===== src/rtl/ram_march_bist_if.sv =====
// RAM-side port bundle for the march BIST: address/data/write-enable out, read data in.
interface ram_march_bist_if #(
  parameter int AW = 7,
  parameter int DW = 8
);
  logic [AW-1:0] mem_a;
  logic [DW-1:0] mem_d;
  logic          mem_we;
  logic [DW-1:0] mem_q;

  modport master (output mem_a, output mem_d, output mem_we, input mem_q);
  modport slave  (input mem_a, input mem_d, input mem_we, output mem_q);
endinterface


===== src/rtl/ram_march_bist.sv =====
// March BIST initiator for a single-port sync-write RAM.
// Sequence: P0 up write pat, P1 up read pat / write ~pat, P2 down read ~pat / write pat,
// P3 up read pat. Records first mismatch and a saturating mismatch count.
module ram_march_bist #(
  parameter int AW     = 7,
  parameter int DW     = 8,
  parameter int RD_LAT = 1
) (
  input  logic                    clk,
  input  logic                    rst_n,
  input  logic                    start,
  input  logic [DW-1:0]           pattern,
  ram_march_bist_if.master        mem,
  output logic                    busy,
  output logic                    done,
  output logic                    fail,
  output logic [AW-1:0]           fail_addr,
  output logic [DW-1:0]           fail_exp,
  output logic [DW-1:0]           fail_got,
  output logic [7:0]              err_cnt
);

  typedef enum logic [3:0] {
    IDLE, P0_W,
    P1_RD, P1_WT, P1_WR,
    P2_RD, P2_WT, P2_WR,
    P3_RD, P3_WT, P3_CK,
    DONE
  } state_t;

  localparam logic [AW-1:0] AMAX    = '1;
  localparam logic [1:0]    WT_LAST = 2'(RD_LAT > 1 ? RD_LAT - 2 : 0);
  localparam bit            NO_WAIT = (RD_LAT == 1);

  state_t        state, state_n;
  logic [AW-1:0] addr, addr_n;
  logic [1:0]    wcnt, wcnt_n;
  logic [DW-1:0] pat_r, pat_n;

  logic [AW-1:0] a_n;
  logic [DW-1:0] d_n;
  logic          we_n, busy_n, done_n;

  logic [DW-1:0] exp_d;
  logic          cmp_en, mismatch;

  // State, address, wait counter and captured pattern registers.
  always_ff @(posedge clk or negedge rst_n) begin
    if (!rst_n) begin
      state <= IDLE;
      addr  <= '0;
      wcnt  <= '0;
      pat_r <= '0;
    end else begin
      state <= state_n;
      addr  <= addr_n;
      wcnt  <= wcnt_n;
      pat_r <= pat_n;
    end
  end

  // Next-state / address sequencing through the four march phases.
  always_comb begin
    state_n = state;
    addr_n  = addr;
    wcnt_n  = wcnt;
    pat_n   = pat_r;
    unique case (state)
      IDLE: if (start) begin
        state_n = P0_W;
        addr_n  = '0;
        pat_n   = pattern;
      end
      P0_W: begin
        addr_n = addr + 1'b1;
        if (addr == AMAX) state_n = P1_RD;
      end
      P1_RD, P2_RD, P3_RD: begin
        wcnt_n = '0;
        if (state == P1_RD)      state_n = NO_WAIT ? P1_WR : P1_WT;
        else if (state == P2_RD) state_n = NO_WAIT ? P2_WR : P2_WT;
        else                     state_n = NO_WAIT ? P3_CK : P3_WT;
      end
      P1_WT, P2_WT, P3_WT: begin
        wcnt_n = wcnt + 1'b1;
        if (wcnt == WT_LAST) begin
          if (state == P1_WT)      state_n = P1_WR;
          else if (state == P2_WT) state_n = P2_WR;
          else                     state_n = P3_CK;
        end
      end
      // P1 ends at max and P2 starts there, so the address is held across the turn.
      P1_WR: if (addr == AMAX) state_n = P2_RD;
             else begin addr_n = addr + 1'b1; state_n = P1_RD; end
      // P2 ends at 0 and P3 starts there.
      P2_WR: if (addr == '0) state_n = P3_RD;
             else begin addr_n = addr - 1'b1; state_n = P2_RD; end
      P3_CK: if (addr == AMAX) state_n = DONE;
             else begin addr_n = addr + 1'b1; state_n = P3_RD; end
      DONE:    state_n = IDLE;
      default: state_n = IDLE;
    endcase
  end

  // Next RAM port and status values, decoded from the upcoming state so they register in step with it.
  always_comb begin
    a_n    = addr_n;
    d_n    = '0;
    we_n   = 1'b0;
    busy_n = 1'b1;
    done_n = 1'b0;
    unique case (state_n)
      IDLE:    begin busy_n = 1'b0; a_n = '0; end
      DONE:    begin busy_n = 1'b0; done_n = 1'b1; end
      P0_W:    begin d_n = pat_n;  we_n = 1'b1; end
      P1_WR:   begin d_n = ~pat_n; we_n = 1'b1; end
      P2_WR:   begin d_n = pat_n;  we_n = 1'b1; end
      default: ;
    endcase
  end

  // Registered RAM port and run status.
  always_ff @(posedge clk or negedge rst_n) begin
    if (!rst_n) begin
      mem.mem_a  <= '0;
      mem.mem_d  <= '0;
      mem.mem_we <= 1'b0;
      busy       <= 1'b0;
      done       <= 1'b0;
    end else begin
      mem.mem_a  <= a_n;
      mem.mem_d  <= d_n;
      mem.mem_we <= we_n;
      busy       <= busy_n;
      done       <= done_n;
    end
  end

  // Expected read data for the current compare state.
  always_comb begin
    cmp_en   = (state == P1_WR) || (state == P2_WR) || (state == P3_CK);
    exp_d    = (state == P2_WR) ? ~pat_r : pat_r;
    mismatch = cmp_en && (mem.mem_q != exp_d);
  end

  // Mismatch bookkeeping: first-fail capture and saturating error count.
  always_ff @(posedge clk or negedge rst_n) begin
    if (!rst_n) begin
      fail      <= 1'b0;
      fail_addr <= '0;
      fail_exp  <= '0;
      fail_got  <= '0;
      err_cnt   <= '0;
    end else if (state == IDLE && start) begin
      fail      <= 1'b0;
      fail_addr <= '0;
      fail_exp  <= '0;
      fail_got  <= '0;
      err_cnt   <= '0;
    end else if (mismatch) begin
      if (err_cnt != 8'hFF) err_cnt <= err_cnt + 8'd1;
      if (!fail) begin
        fail      <= 1'b1;
        fail_addr <= addr;
        fail_exp  <= exp_d;
        fail_got  <= mem.mem_q;
      end
    end
  end

endmodule


===== src/flat_wrapper.sv =====
// flat-port wrapper written by rule: the top's interface ports become plain ports
module ram_march_bist_flat 
#(
  parameter int AW     = 7,
  parameter int DW     = 8,
  parameter int RD_LAT = 1
)
  (clk, rst_n, start, pattern, busy, done, fail, fail_addr, fail_exp, fail_got, err_cnt, mem_mem_a, mem_mem_d, mem_mem_we, mem_mem_q);
  ram_march_bist_if #(.AW(AW), .DW(DW)) mem_i ();
  input  logic clk;
  input  logic rst_n;
  input  logic start;
  input  logic [DW-1:0] pattern;
  output logic busy;
  output logic done;
  output logic fail;
  output logic [AW-1:0] fail_addr;
  output logic [DW-1:0] fail_exp;
  output logic [DW-1:0] fail_got;
  output logic [7:0] err_cnt;
  output wire logic [$bits(mem_i.mem_a)-1:0] mem_mem_a;
  output wire logic [$bits(mem_i.mem_d)-1:0] mem_mem_d;
  output wire logic [$bits(mem_i.mem_we)-1:0] mem_mem_we;
  input wire logic [$bits(mem_i.mem_q)-1:0] mem_mem_q;
  assign mem_mem_a = mem_i.mem_a;
  assign mem_mem_d = mem_i.mem_d;
  assign mem_mem_we = mem_i.mem_we;
  assign mem_i.mem_q = mem_mem_q;
  ram_march_bist #(.AW(AW), .DW(DW), .RD_LAT(RD_LAT)) u_core (.clk(clk), .rst_n(rst_n), .start(start), .pattern(pattern), .mem(mem_i), .busy(busy), .done(done), .fail(fail), .fail_addr(fail_addr), .fail_exp(fail_exp), .fail_got(fail_got), .err_cnt(err_cnt));
endmodule

===== config.mk =====
export PLATFORM = sky130hd
export DESIGN_NAME = ram_march_bist_flat
export DESIGN_NICKNAME = d
export VERILOG_FILES = /design/src/rtl/ram_march_bist_if.sv /design/src/rtl/ram_march_bist.sv /design/src/flat_wrapper.sv
export SDC_FILE = /design/constraint.sdc
export NUM_CORES = 1
export LEC_CHECK = 0
export ABC_CLOCK_PERIOD_IN_PS = 3400
export CAP_MARGIN = 20
export CELL_PAD_IN_SITES_DETAIL_PLACEMENT = 1
export CELL_PAD_IN_SITES_GLOBAL_PLACEMENT = 1
export CORE_MARGIN = 4
export CORE_UTILIZATION = 35
export DETAILED_ROUTE_END_ITERATION = 10
export HOLD_SLACK_MARGIN = 0.12
export PLACE_DENSITY_LB_ADDON = 0.1
export SLEW_MARGIN = 20
export SYNTH_ARGS = -nofsm -noshare
export SYNTH_HDL_FRONTEND = slang
export SYNTH_SLANG_ARGS = --single-unit

===== constraint.sdc =====
create_clock -name clk -period 3.4 [get_ports clk]
set_clock_uncertainty 0.2 [all_clocks]
set_input_delay 0.68 -clock clk [delete_from_list [all_inputs] [get_ports clk]]
set_output_delay 0.68 -clock clk [all_outputs]
set_load 0.03 [all_outputs]

==> run metrics, run 1 <==
maximum fanout along the worst path=9; worst slack on hold paths=0.278 ns; first-pass GRT wire length=19400 um; number of detailed-route iterations in the first pass=4; number of top-level design ports=slightly below 70; via count of the first global-routing pass=3595; floorplan die width=approximately 120 um; Final Wtd Congestion=just over 0.8; sw power=between 0.4 and 0.5 mW; maximum VDD drop=0.000271 V; Final Net Count=522; type of destination of the critical path=register; Post-Route WL=~12000 um; outcome=completed; flop2flop setup slack=approximately 0.37 ns; TritonCTS clock tree=done; required time at the worst-slack endpoint=about 3.5 ns; clock root cell=sky130_fd_sc_hd__clkbuf_16; floorplan die area=roughly 13000 um2; Worst R2R End=u_core.mem.mem_d[5]; top library cells by usage in the layout, fill and taps aside=sky130_fd_sc_hd__nand2_1 (80), sky130_fd_sc_hd__dfrtp_1 (71), sky130_fd_sc_hd__clkdlybuf4s50_1 (67); placed wire-length estimate=8290 um; most frequent standard cell in the layout excluding fill and tap cells=sky130_fd_sc_hd__nand2_1; reg-to-reg startpoint=u_core.addr[1]; clock tree sinks=between 70 and 80; Relative slew margins=between 30% and 40%; total of fill cells in the finished design=~1300; via total after detailed routing=around 3400; maximum operating frequency=roughly 330 MHz; Avg Vias per Cell=5.24; buffer count from post-CTS setup fixing=0; post-synthesis instance area=a little over 4000 um2; aggregate global-route resource usage=18.5%; clock tree buffer depth=2; Synthesis Warnings=0; core area=approximately 11000 um2; cts-stage hold buffer count=0; Antenna Violating Nets Remaining=0; total congestion overflow=0; max-slew violation count=0; number of synthesized flops with an enable pin=0; Avg Inst Size Synth=between 9 and 10 um2; period utilization=about 90%; antenna violations before repair=0; net switching fraction of the power=between 20% and 30%; Most used DFF post-synth=sky130_fd_sc_hd__dfrtp_1; startpoint kind of the worst setup timing path=register; synthesized flop and latch total=a little over 70; type of the worst setup path=register to register; RSZ-0062 raised after global routing=false; share of synthesized flip-flops with an asynchronous set or reset=between 90% and 100%; number of max-cap violations=0; total of buffers placed on input and output ports=between 60 and 70; internal power=roughly 1.5 mW; largest net degree at the start of global routing=just over 70; depth of the CTS H-tree=3; power density of the placed cells=around 370 nW/um2; Hold Path Class=input pin to async pin; relative contribution of the clock network to total power=between 40% and 50%; data arrival time at the worst-slack endpoint=3.08 ns; wire length per cell=17.9 um; post-synth cell types=66; Post-route DRC=0; total nets after synthesis=~450; total of endpoints with negative setup slack in the final report=0; Cells after Synth=427; number of hold violations in the final report=0; insertion delay to the later sink of the worst-skew pair=about 0.34 ns; Sequential Power Share=46.0%; combinational share of power=approximately 7.2%; Final min period=3.03 ns; actual transition at the worst max-transition pin=approximately 0.94 ns; DR iter-0 viols=approximately 160; final core area utilization=around 46%; Total Neg Setup Slack=0 ns; Register-to-Register Path Depth=7; Initial Util=between 30% and 40%; part of the Yosys area used for sequential elements=between 40% and 50%; overall die height=approximately 120 um; antenna diode count=0; layout overhead on the synthesized area=27.6%; total clock buffers created by CTS=9; Reg clk slew, reported paths=approximately 0.060 ns; Core Rows=39; cell leakage power=~2.2 nW; Gates resized, CTS repair=0; share of layout cells above drive strength 1=between 10% and 20%
worst max path at each step:
stage                         startpoint                  end  slack, ns  cells past startpoint
final                     u_core.addr[1]  u_core.mem.mem_d[5]       0.37                      7
after global routing      u_core.addr[1]  u_core.mem.mem_d[6]       0.17                      7
after CTS                 u_core.addr[1]  u_core.mem.mem_d[5]       0.33                      7
after detailed placement           start  u_core.mem.mem_d[2]       0.35                      7
after global placement             start  u_core.mem.mem_d[7]       0.41                      7
after floorplan           u_core.addr[1]  u_core.mem.mem_d[1]       0.91                      8
sequential cells by signal, summed over array words and instances (netlist names), 7 cells and up:
name / count
u_core.err_cnt: 8
u_core.fail_exp: 8
u_core.fail_got: 8
u_core.mem.mem_a: 7
u_core.fail_addr: 7
u_core.pat_r: 8
u_core.mem.mem_d: 8
u_core.addr: 7
cells by family after synthesis:
| group | count (synthesis) | share of synthesized area [%] |
|---|---|---|
| fa+ha+maj | 5 | 1.54 |
| simple gates | 176 | 21.9 |
| mux | 15 | 4.04 |
| buf+inv | 46 | 5.70 |
| compound gates | 93 | 18.5 |
| xor+xnor | 21 | 4.53 |
| flops | 71 | 43.8 |
routing by layer:
| metal | share of wire [%] | up-vias | global-route usage [%] |
|---|---|---|---|
| li1 | - | 1644 | - |
| met1 | 49 | 1668 | 26.7 |
| met2 | 46 | 62 | 28.0 |
| met3 | 3.6 | 14 | 2.92 |
| met4 | 2.3 | 0 | 7.19 |
| met5 | 0 | - | 0 |
synthesized netlist by cell type, types with 6 or more instances:
| cell type | number | share of area (%) |
|---|---|---|
| sky130_fd_sc_hd__nand2_1 | 80 | 7.4 |
| sky130_fd_sc_hd__dfrtp_1 | 71 | 44 |
| sky130_fd_sc_hd__inv_1 | 19 | 1.8 |
| sky130_fd_sc_hd__nor2_1 | 18 | 1.7 |
| sky130_fd_sc_hd__o21ai_2 | 18 | 3.9 |
| sky130_fd_sc_hd__nand3_1 | 17 | 2.1 |
| sky130_fd_sc_hd__o21ai_0 | 14 | 1.7 |
| sky130_fd_sc_hd__a21oi_1 | 13 | 1.6 |
| sky130_fd_sc_hd__mux2i_1 | 13 | 3.2 |
| sky130_fd_sc_hd__xnor2_1 | 13 | 2.8 |
| sky130_fd_sc_hd__nand4_1 | 11 | 1.7 |
| sky130_fd_sc_hd__buf_2 | 10 | 1.2 |
| sky130_fd_sc_hd__nor2b_1 | 9 | 1.4 |
| sky130_fd_sc_hd__clkbuf_1 | 8 | 0.74 |
| sky130_fd_sc_hd__nand2b_1 | 8 | 1.2 |
| sky130_fd_sc_hd__o221ai_2 | 8 | 3.0 |
| sky130_fd_sc_hd__xor2_1 | 8 | 1.7 |
| sky130_fd_sc_hd__a211oi_1 | 6 | 1.1 |
| sky130_fd_sc_hd__o21ai_1 | 6 | 0.74 |
per-stage QoR:
stage               power (mW)  std cells  instance area (um2)  setup slack (ns)
detailed placement        1.03        630                 4900             0.348
CTS                       1.93        646                 5180             0.334
finish                    1.90        646                 5180             0.369
global route              1.99        646                 5180             0.169
global placement          1.03        630                 4900             0.410
floorplan                0.952        427                 4060             0.906
worst max-delay path, stage by stage, from the launching register on:
cell and delay [ns]:
sky130_fd_sc_hd__dfrtp_1 0.48, sky130_fd_sc_hd__ha_1 0.34, sky130_fd_sc_hd__nand3_1 0.20, sky130_fd_sc_hd__nor2_1 0.22, sky130_fd_sc_hd__mux2_2 0.37, sky130_fd_sc_hd__nand3_1 0.11
sky130_fd_sc_hd__or4b_1 0.74, sky130_fd_sc_hd__o221ai_2 0.29
layout make-up:
cell class                 instances  area (um2)  share of cell area, %
clock buffer                      13         260                   5.02
tap                              143         179                   3.45
clock inverter                     3        17.5                  0.338
timing repair buffer              86         813                   15.7
inverter                          20        75.1                   1.45
sequential                        71        1780                   34.3
multi-input combinational        310        2060                   39.7
power groups by stage:
stage	clock network, mW	logic, mW	registers [mW]
finish	0.891	0.137	0.875
global route	0.961	0.149	0.877
CTS	0.918	0.140	0.875
detailed placement	0	0.139	0.890
global placement	0	0.136	0.890
floorplan	0	0.0432	0.909
(Power assumes the default switching activity.)
==> run 2: changes to the inputs <==
ABC_CLOCK_PERIOD_IN_PS = 3230   (was 3400)
clock period = 3.23 ns   (was 3.4 ns; I/O delays follow)
==> run 2 against run 1 <==
- fmax grew 4.4%
- critical path depth increased by 2
- sequential cell count unchanged
- largest cell class unchanged
- largest power group unchanged
==> run metrics, run 2 (synthesized netlist as in run 1, its figures left out) <==
aggregate global-route resource usage=17.9% (-0.59 points); largest net degree at the start of global routing=72 (unchanged); period utilization=89.9% (+0.72 points); Avg Vias per Cell=5.26 (+0.27%); data arrival time at the worst-slack endpoint=2.95 ns (-0.13 ns); total of buffers placed on input and output ports=68 (unchanged); Final Wtd Congestion=0.825 (-0.28%); required time at the worst-slack endpoint=3.28 ns (-0.17 ns); Final Net Count=522 (unchanged); number of hold violations in the final report=0 (unchanged); placed wire-length estimate=8170 um (-1.4%); total met3 wirelength after detailed routing=446 um (+6.7%); maximum fanout along the worst path=9 (unchanged); insertion delay to the later sink of the worst-skew pair=0.33 ns (about the same); first-pass GRT wire length=19000 um (-2.2%); cts-stage hold buffer count=0 (unchanged); antenna diode count=0 (unchanged); RSZ-0062 raised after global routing=false; max-slew violation count=0 (unchanged); TritonCTS clock tree=done; DR iter-0 viols=193 (+20%); Final min period=2.90 ns (-0.128 ns); layout overhead on the synthesized area=28.4%; actual transition at the worst max-transition pin=0.926 ns (-0.0175 ns); non-filler cells in the finished layout=646 (unchanged); top library cells by usage in the layout, fill and taps aside=sky130_fd_sc_hd__nand2_1 (80), sky130_fd_sc_hd__dfrtp_1 (71), sky130_fd_sc_hd__clkdlybuf4s50_1 (67); clock tree sinks=71 (unchanged); flop2flop setup slack=0.33 ns (-0.04 ns); share of layout cells above drive strength 1=15.1% (+0.20 points); top layer reached by signal wires=met4; total congestion overflow=0 (unchanged); overall die height=116 um (unchanged); placed cells=630 (unchanged); clock tree buffer depth=2 (unchanged); Seq. cell area=1780 um2 (unchanged); Worst R2R End=u_core.mem.mem_d[5]; Antenna Violating Nets Remaining=0 (unchanged); cell leakage power=2.17 nW (+0.28%); floorplan die area=13400 um2 (unchanged); Core Rows=39 (unchanged); Relative slew margins=38.3% (+1.2 points); core area=11400 um2 (unchanged); total of fill cells in the finished design=1316 (+2.4%); outcome=completed; maximum VDD drop=0.000261 V (-4.0%); total clock buffers created by CTS=9 (unchanged); most frequent standard cell in the layout excluding fill and tap cells=sky130_fd_sc_hd__nand2_1; Gates resized, CTS repair=0 (unchanged); area of the multi-input gates=2060 um2 (unchanged); maximum operating frequency=344 MHz (+4.4%); clock root cell=sky130_fd_sc_hd__clkbuf_16; met2 layer wire length in the routed design=5350 um (+1.7%); Initial Util=35.7% (unchanged); Hold Path Class=input pin to async pin; startpoint kind of the worst setup timing path=register; worst slack on hold paths=0.247 ns (-0.0307 ns); number of max-cap violations=0 (unchanged); buffer count from post-CTS setup fixing=0 (unchanged); total of endpoints with negative setup slack in the final report=0 (unchanged); type of the worst setup path=register to register; via total after detailed routing=3397 (+0.27%); Post-Route WL=11500 um (-0.93%); sum of routed wire segments on met1=5500 um (-1.9%); number of detailed-route iterations in the first pass=4 (unchanged); depth of the CTS H-tree=3 (unchanged); number of top-level design ports=69 (unchanged); antenna violations before repair=0 (unchanged); type of destination of the critical path=register; reg-to-reg startpoint=u_core.addr[0]; Register-to-Register Path Depth=9 (+2); Total Neg Setup Slack=0 ns (unchanged); Post-route DRC=0 (unchanged); via count of the first global-routing pass=3575 (-0.56%); wire length per cell=17.7 um (-0.93%); power density of the placed cells=397 nW/um2 (+7.9%); Reg clk slew, reported paths=0.06 ns (about the same); floorplan die width=116 um (unchanged)
[run 2: changes by cell type in the layout (fill, tap and decap cells not counted), sizes merged]
cell | before | now
clkbuf | 13 | 11
clkinvlp | 1 | 3
bufinv | 0 | 1
clkinv | 2 | 1
[run 2: cell type report]
cell class | instances | area share (%)
Tap cell | 143 | 3.43
Multi-Input combinational cell | 310 | 39.5
Inverter | 20 | 1.44
Clock inverter | 5 | 1.10
Clock buffer | 11 | 4.65
Timing Repair Buffer | 86 | 15.8
Sequential cell | 71 | 34.1
[run 2: worst max-delay path by stage]
stage / startpoint / end / slack (ns) / depth (start not counted)
6_report: u_core.addr[0] / u_core.mem.mem_d[5] / 0.33 / 9
5_1_grt: u_core.addr[1] / u_core.mem.mem_d[6] / 0.11 / 9
4_1_cts: u_core.addr[0] / u_core.mem.mem_d[7] / 0.31 / 9
3_5_place_dp: mem_mem_q[0] / u_core.fail_got[0] / 0.20 / 8
3_3_place_gp: mem_mem_q[0] / u_core.fail_got[0] / 0.25 / 8
2_1_floorplan: u_core.addr[1] / u_core.mem.mem_d[1] / 0.74 / 8
[run 2: critical path, stage by stage (launching register included)]
cell and delay [ns]:
sky130_fd_sc_hd__dfrtp_1 0.47, sky130_fd_sc_hd__inv_1 0.16, sky130_fd_sc_hd__ha_1 0.20, sky130_fd_sc_hd__nor3b_4 0.22
sky130_fd_sc_hd__a211oi_1 0.12, sky130_fd_sc_hd__a31oi_1 0.14, sky130_fd_sc_hd__and2_1 0.17, sky130_fd_sc_hd__inv_1 0.06
sky130_fd_sc_hd__or4b_1 0.80, sky130_fd_sc_hd__o221ai_2 0.28
[run 2: metrics by stage]
| step | total power, mW | cell area [um2] | utilization, % | setup slack, ns |
|---|---|---|---|---|
| 3_5_place_dp | 1.08 | 4910 | 43.2 | 0.199 |
| 2_1_floorplan | 1.00 | 4060 | - | 0.736 |
| 5_1_grt | 2.14 | 5220 | 45.9 | 0.108 |
| 3_3_place_gp | 1.08 | 4910 | 43.2 | 0.248 |
| 6_report | 2.07 | 5220 | 45.9 | 0.327 |
| 4_1_cts | 2.10 | 5220 | 45.9 | 0.306 |
[run 2: per-layer routing]
metal / vias up / global-route usage [%]
met5: - / 0
met4: 0 / 4.56
met3: 10 / 3.71
met2: 63 / 28.9
met1: 1678 / 24.7
li1: 1646 / -
[run 2: power by group]
part | leakage (nW) | internal [mW] | switching [mW]
sequential | 0.896 | 0.906 | 0.0152
combinational | 1.14 | 0.0628 | 0.0806
clock | 0.138 | 0.618 | 0.385
==> run 3: changes to the inputs <==
ABC_CLOCK_PERIOD_IN_PS = 2650   (was 3230)
CAP_MARGIN = 15   (was 20)
clock period = 2.65 ns   (was 3.23 ns; I/O delays follow)
==> run 3 against run 2 <==
- die area did not move
- sequential cell count is the same
- non-clock buffer count up 37
- critical path type unchanged
- wire length increased by 6.5%
- cell area increased by 5.8%
- sequential share of layout area down 1.8 points
- critical path depth unchanged
- highest routed layer unchanged
- largest power group unchanged
- global-route usage is 1.2 points higher
==> run metrics, run 3 (synthesized netlist as in run 1, its figures left out) <==
slowest cell on the critical path=sky130_fd_sc_hd__or4b_4; maximum VDD drop=0.000311 V (+19%); power density of the placed cells=445 nW/um2 (+12%); first-pass GRT wire length=19800 um (+4.3%); period utilization=95.4% (+5.5 points); Crit path buffers/inverters=2 (unchanged); Antenna Violating Nets Remaining=0 (unchanged); type of destination of the critical path=register; placed wire-length estimate=8920 um (+9.2%); required time at the worst-slack endpoint=2.70 ns (-0.58 ns); maximum fanout along the worst path=5 (-4); Avg Vias per Cell=5.27 (+0.22%); cell-by-cell trace of the critical path=ha_1, nand3_2, buf_4, nor3_1, o211ai_1, o311ai_1, or4b_4, buf_6, o221ai_2; share of layout cells above drive strength 1=22.3% (+7.2 points); total of endpoints with negative setup slack in the final report=0 (unchanged); total power draw=2.46 mW (+19%); number of top-level design ports=69 (unchanged); Final min period=2.53 ns (-0.375 ns); number of hold violations in the final report=0 (unchanged); DR iter-0 viols=167 (-13%); clock root cell=sky130_fd_sc_hd__clkbuf_16; total clock buffers created by CTS=9 (unchanged); via total after detailed routing=3589 (+5.7%); floorplan die width=116 um (unchanged); clock tree buffer depth=2 (unchanged); min setup slack post-route=0.122 ns (-0.205 ns); layout overhead on the synthesized area=35.9%; Hold Path Class=register to register; wire length per cell=17.9 um (+1.0%); Post-route DRC=0 (unchanged); post-placement setup slack=-0.165 ns (-0.364 ns); maximum single-stage delay on the critical path=0.57 ns (-0.23 ns); actual transition at the worst max-transition pin=0.604 ns (-0.322 ns); outcome=completed; depth of the CTS H-tree=3 (unchanged); number of max-cap violations=0 (unchanged); Final Net Count=559 (+7.1%); cell leakage power=2.34 nW (+7.9%); floorplan die area=13400 um2 (unchanged); via count of the first global-routing pass=3780 (+5.7%); total of buffers placed on input and output ports=68 (unchanged); data arrival time at the worst-slack endpoint=2.58 ns (-0.37 ns); top library cells by usage in the layout, fill and taps aside=sky130_fd_sc_hd__nand2_1 (80), sky130_fd_sc_hd__dfrtp_1 (68), sky130_fd_sc_hd__clkdlybuf4s50_1 (67); worst hold path stage count=2; critical path depth=9 (unchanged); antenna diode count=0 (unchanged); overall die height=116 um (unchanged); largest net degree at the start of global routing=43 (-40%); Seq. cell area=1780 um2 (+0.21%); total of fill cells in the finished design=1331 (+1.1%); clock tree sinks=71 (unchanged); type of the worst setup path=register to register; total congestion overflow=0 (unchanged); Post-Route WL=12200 um (+6.5%); number of detailed-route iterations in the first pass=6 (+2); Core Rows=39 (unchanged); Final Wtd Congestion=0.864 (+4.7%); antenna violations before repair=0 (unchanged); Initial Util=35.7% (unchanged); area of the multi-input gates=2080 um2 (+1.3%); most frequent standard cell in the layout excluding fill and tap cells=sky130_fd_sc_hd__nand2_1; core area=11400 um2 (unchanged); Register-to-Register Path Depth=9 (unchanged); insertion delay to the later sink of the worst-skew pair=0.34 ns (about the same); Reg clk slew, reported paths=0.06 ns (about the same); maximum operating frequency=396 MHz (+15%); critical path's top delay family=simple AND/OR/NAND/NOR gates; max-slew violation count=0 (unchanged); startpoint kind of the worst setup timing path=register; TritonCTS clock tree=done; Relative slew margins=59.6% (+21 points); aggregate global-route resource usage=19.1% (+1.2 points)
[run 3: cell types whose count changed in the layout (fill, tap and decap cells not counted), moves of 2 or more]
cell,previous run,this run
sky130_fd_sc_hd__buf_4,18,51
sky130_fd_sc_hd__inv_1,19,17
sky130_fd_sc_hd__dfrtp_2,0,3
sky130_fd_sc_hd__inv_2,1,3
sky130_fd_sc_hd__dfrtp_1,71,68
sky130_fd_sc_hd__buf_6,0,2
[run 3: per-stage QoR]
stage	instance area, um2	TNS (ns)	utilization, %	hold WS, ns	cells
6_report	5520	0	48.5	0.316	681
5_1_grt	5520	-0.0183	48.5	0.354	681
4_1_cts	5470	0	48.1	0.324	679
3_5_place_dp	5180	-3.29	45.6	0.300	664
3_3_place_gp	5180	-2.80	45.6	0.291	664
2_1_floorplan	4060	0	-	0.0344	427
[run 3: area by class of cell]
cell class / instances / share of cell area (%)
clock buffer: 11 / 4.58
inverter: 20 / 1.36
timing repair buffer: 123 / 20.4
sequential: 71 / 32.3
clock inverter: 3 / 0.363
tap: 143 / 3.24
multi-input combinational: 310 / 37.8
[run 3: repair_timing]
item,4_1_cts,5_1_grt
setup buffers,0,1
gates resized for setup,0,15
hold buffers,1,0
setup endpoints to repair,0,23
hold endpoints to repair,29,0
[run 3: worst register-to-register path, delay by kind of cell, from the launching register on]
family,cells,cell delay [ns]
AOI/OAI and AO/OA,3,0.56
and+or+nand+nor,3,0.73
adders and majority gates,1,0.25
DFF,1,0.41
buffers and inverters,2,0.29
[run 3: layer usage]
layer / wire length, um / track usage [%]
met1: 5690 / 25.9
met2: 5770 / 30.3
met3: 522 / 4.07
met4: 214 / 7.19
met5: 0 / 0
[run 3: where the power goes]
group,switching [mW],total (mW),internal (mW)
logic,0.102,0.190,0.0879
clock network,0.470,1.14,0.672
registers,0.0183,1.12,1.10
total,0.590,2.46,1.87
[run 3: worst paths after layout]
check	from	endpoint	slack (ns)
min reg2reg	u_core.fail_got[6]	u_core.fail_got[6]	0.32
max	u_core.addr[0]	u_core.mem.mem_d[2]	0.12
max reg2reg	u_core.addr[0]	u_core.mem.mem_d[2]	0.12
max in group asynchronous	rst_n	u_core.fail_addr[4]	1.21
min in group asynchronous	rst_n	u_core.mem.mem_a[2]	0.47
min	u_core.fail_got[6]	u_core.fail_got[6]	0.32
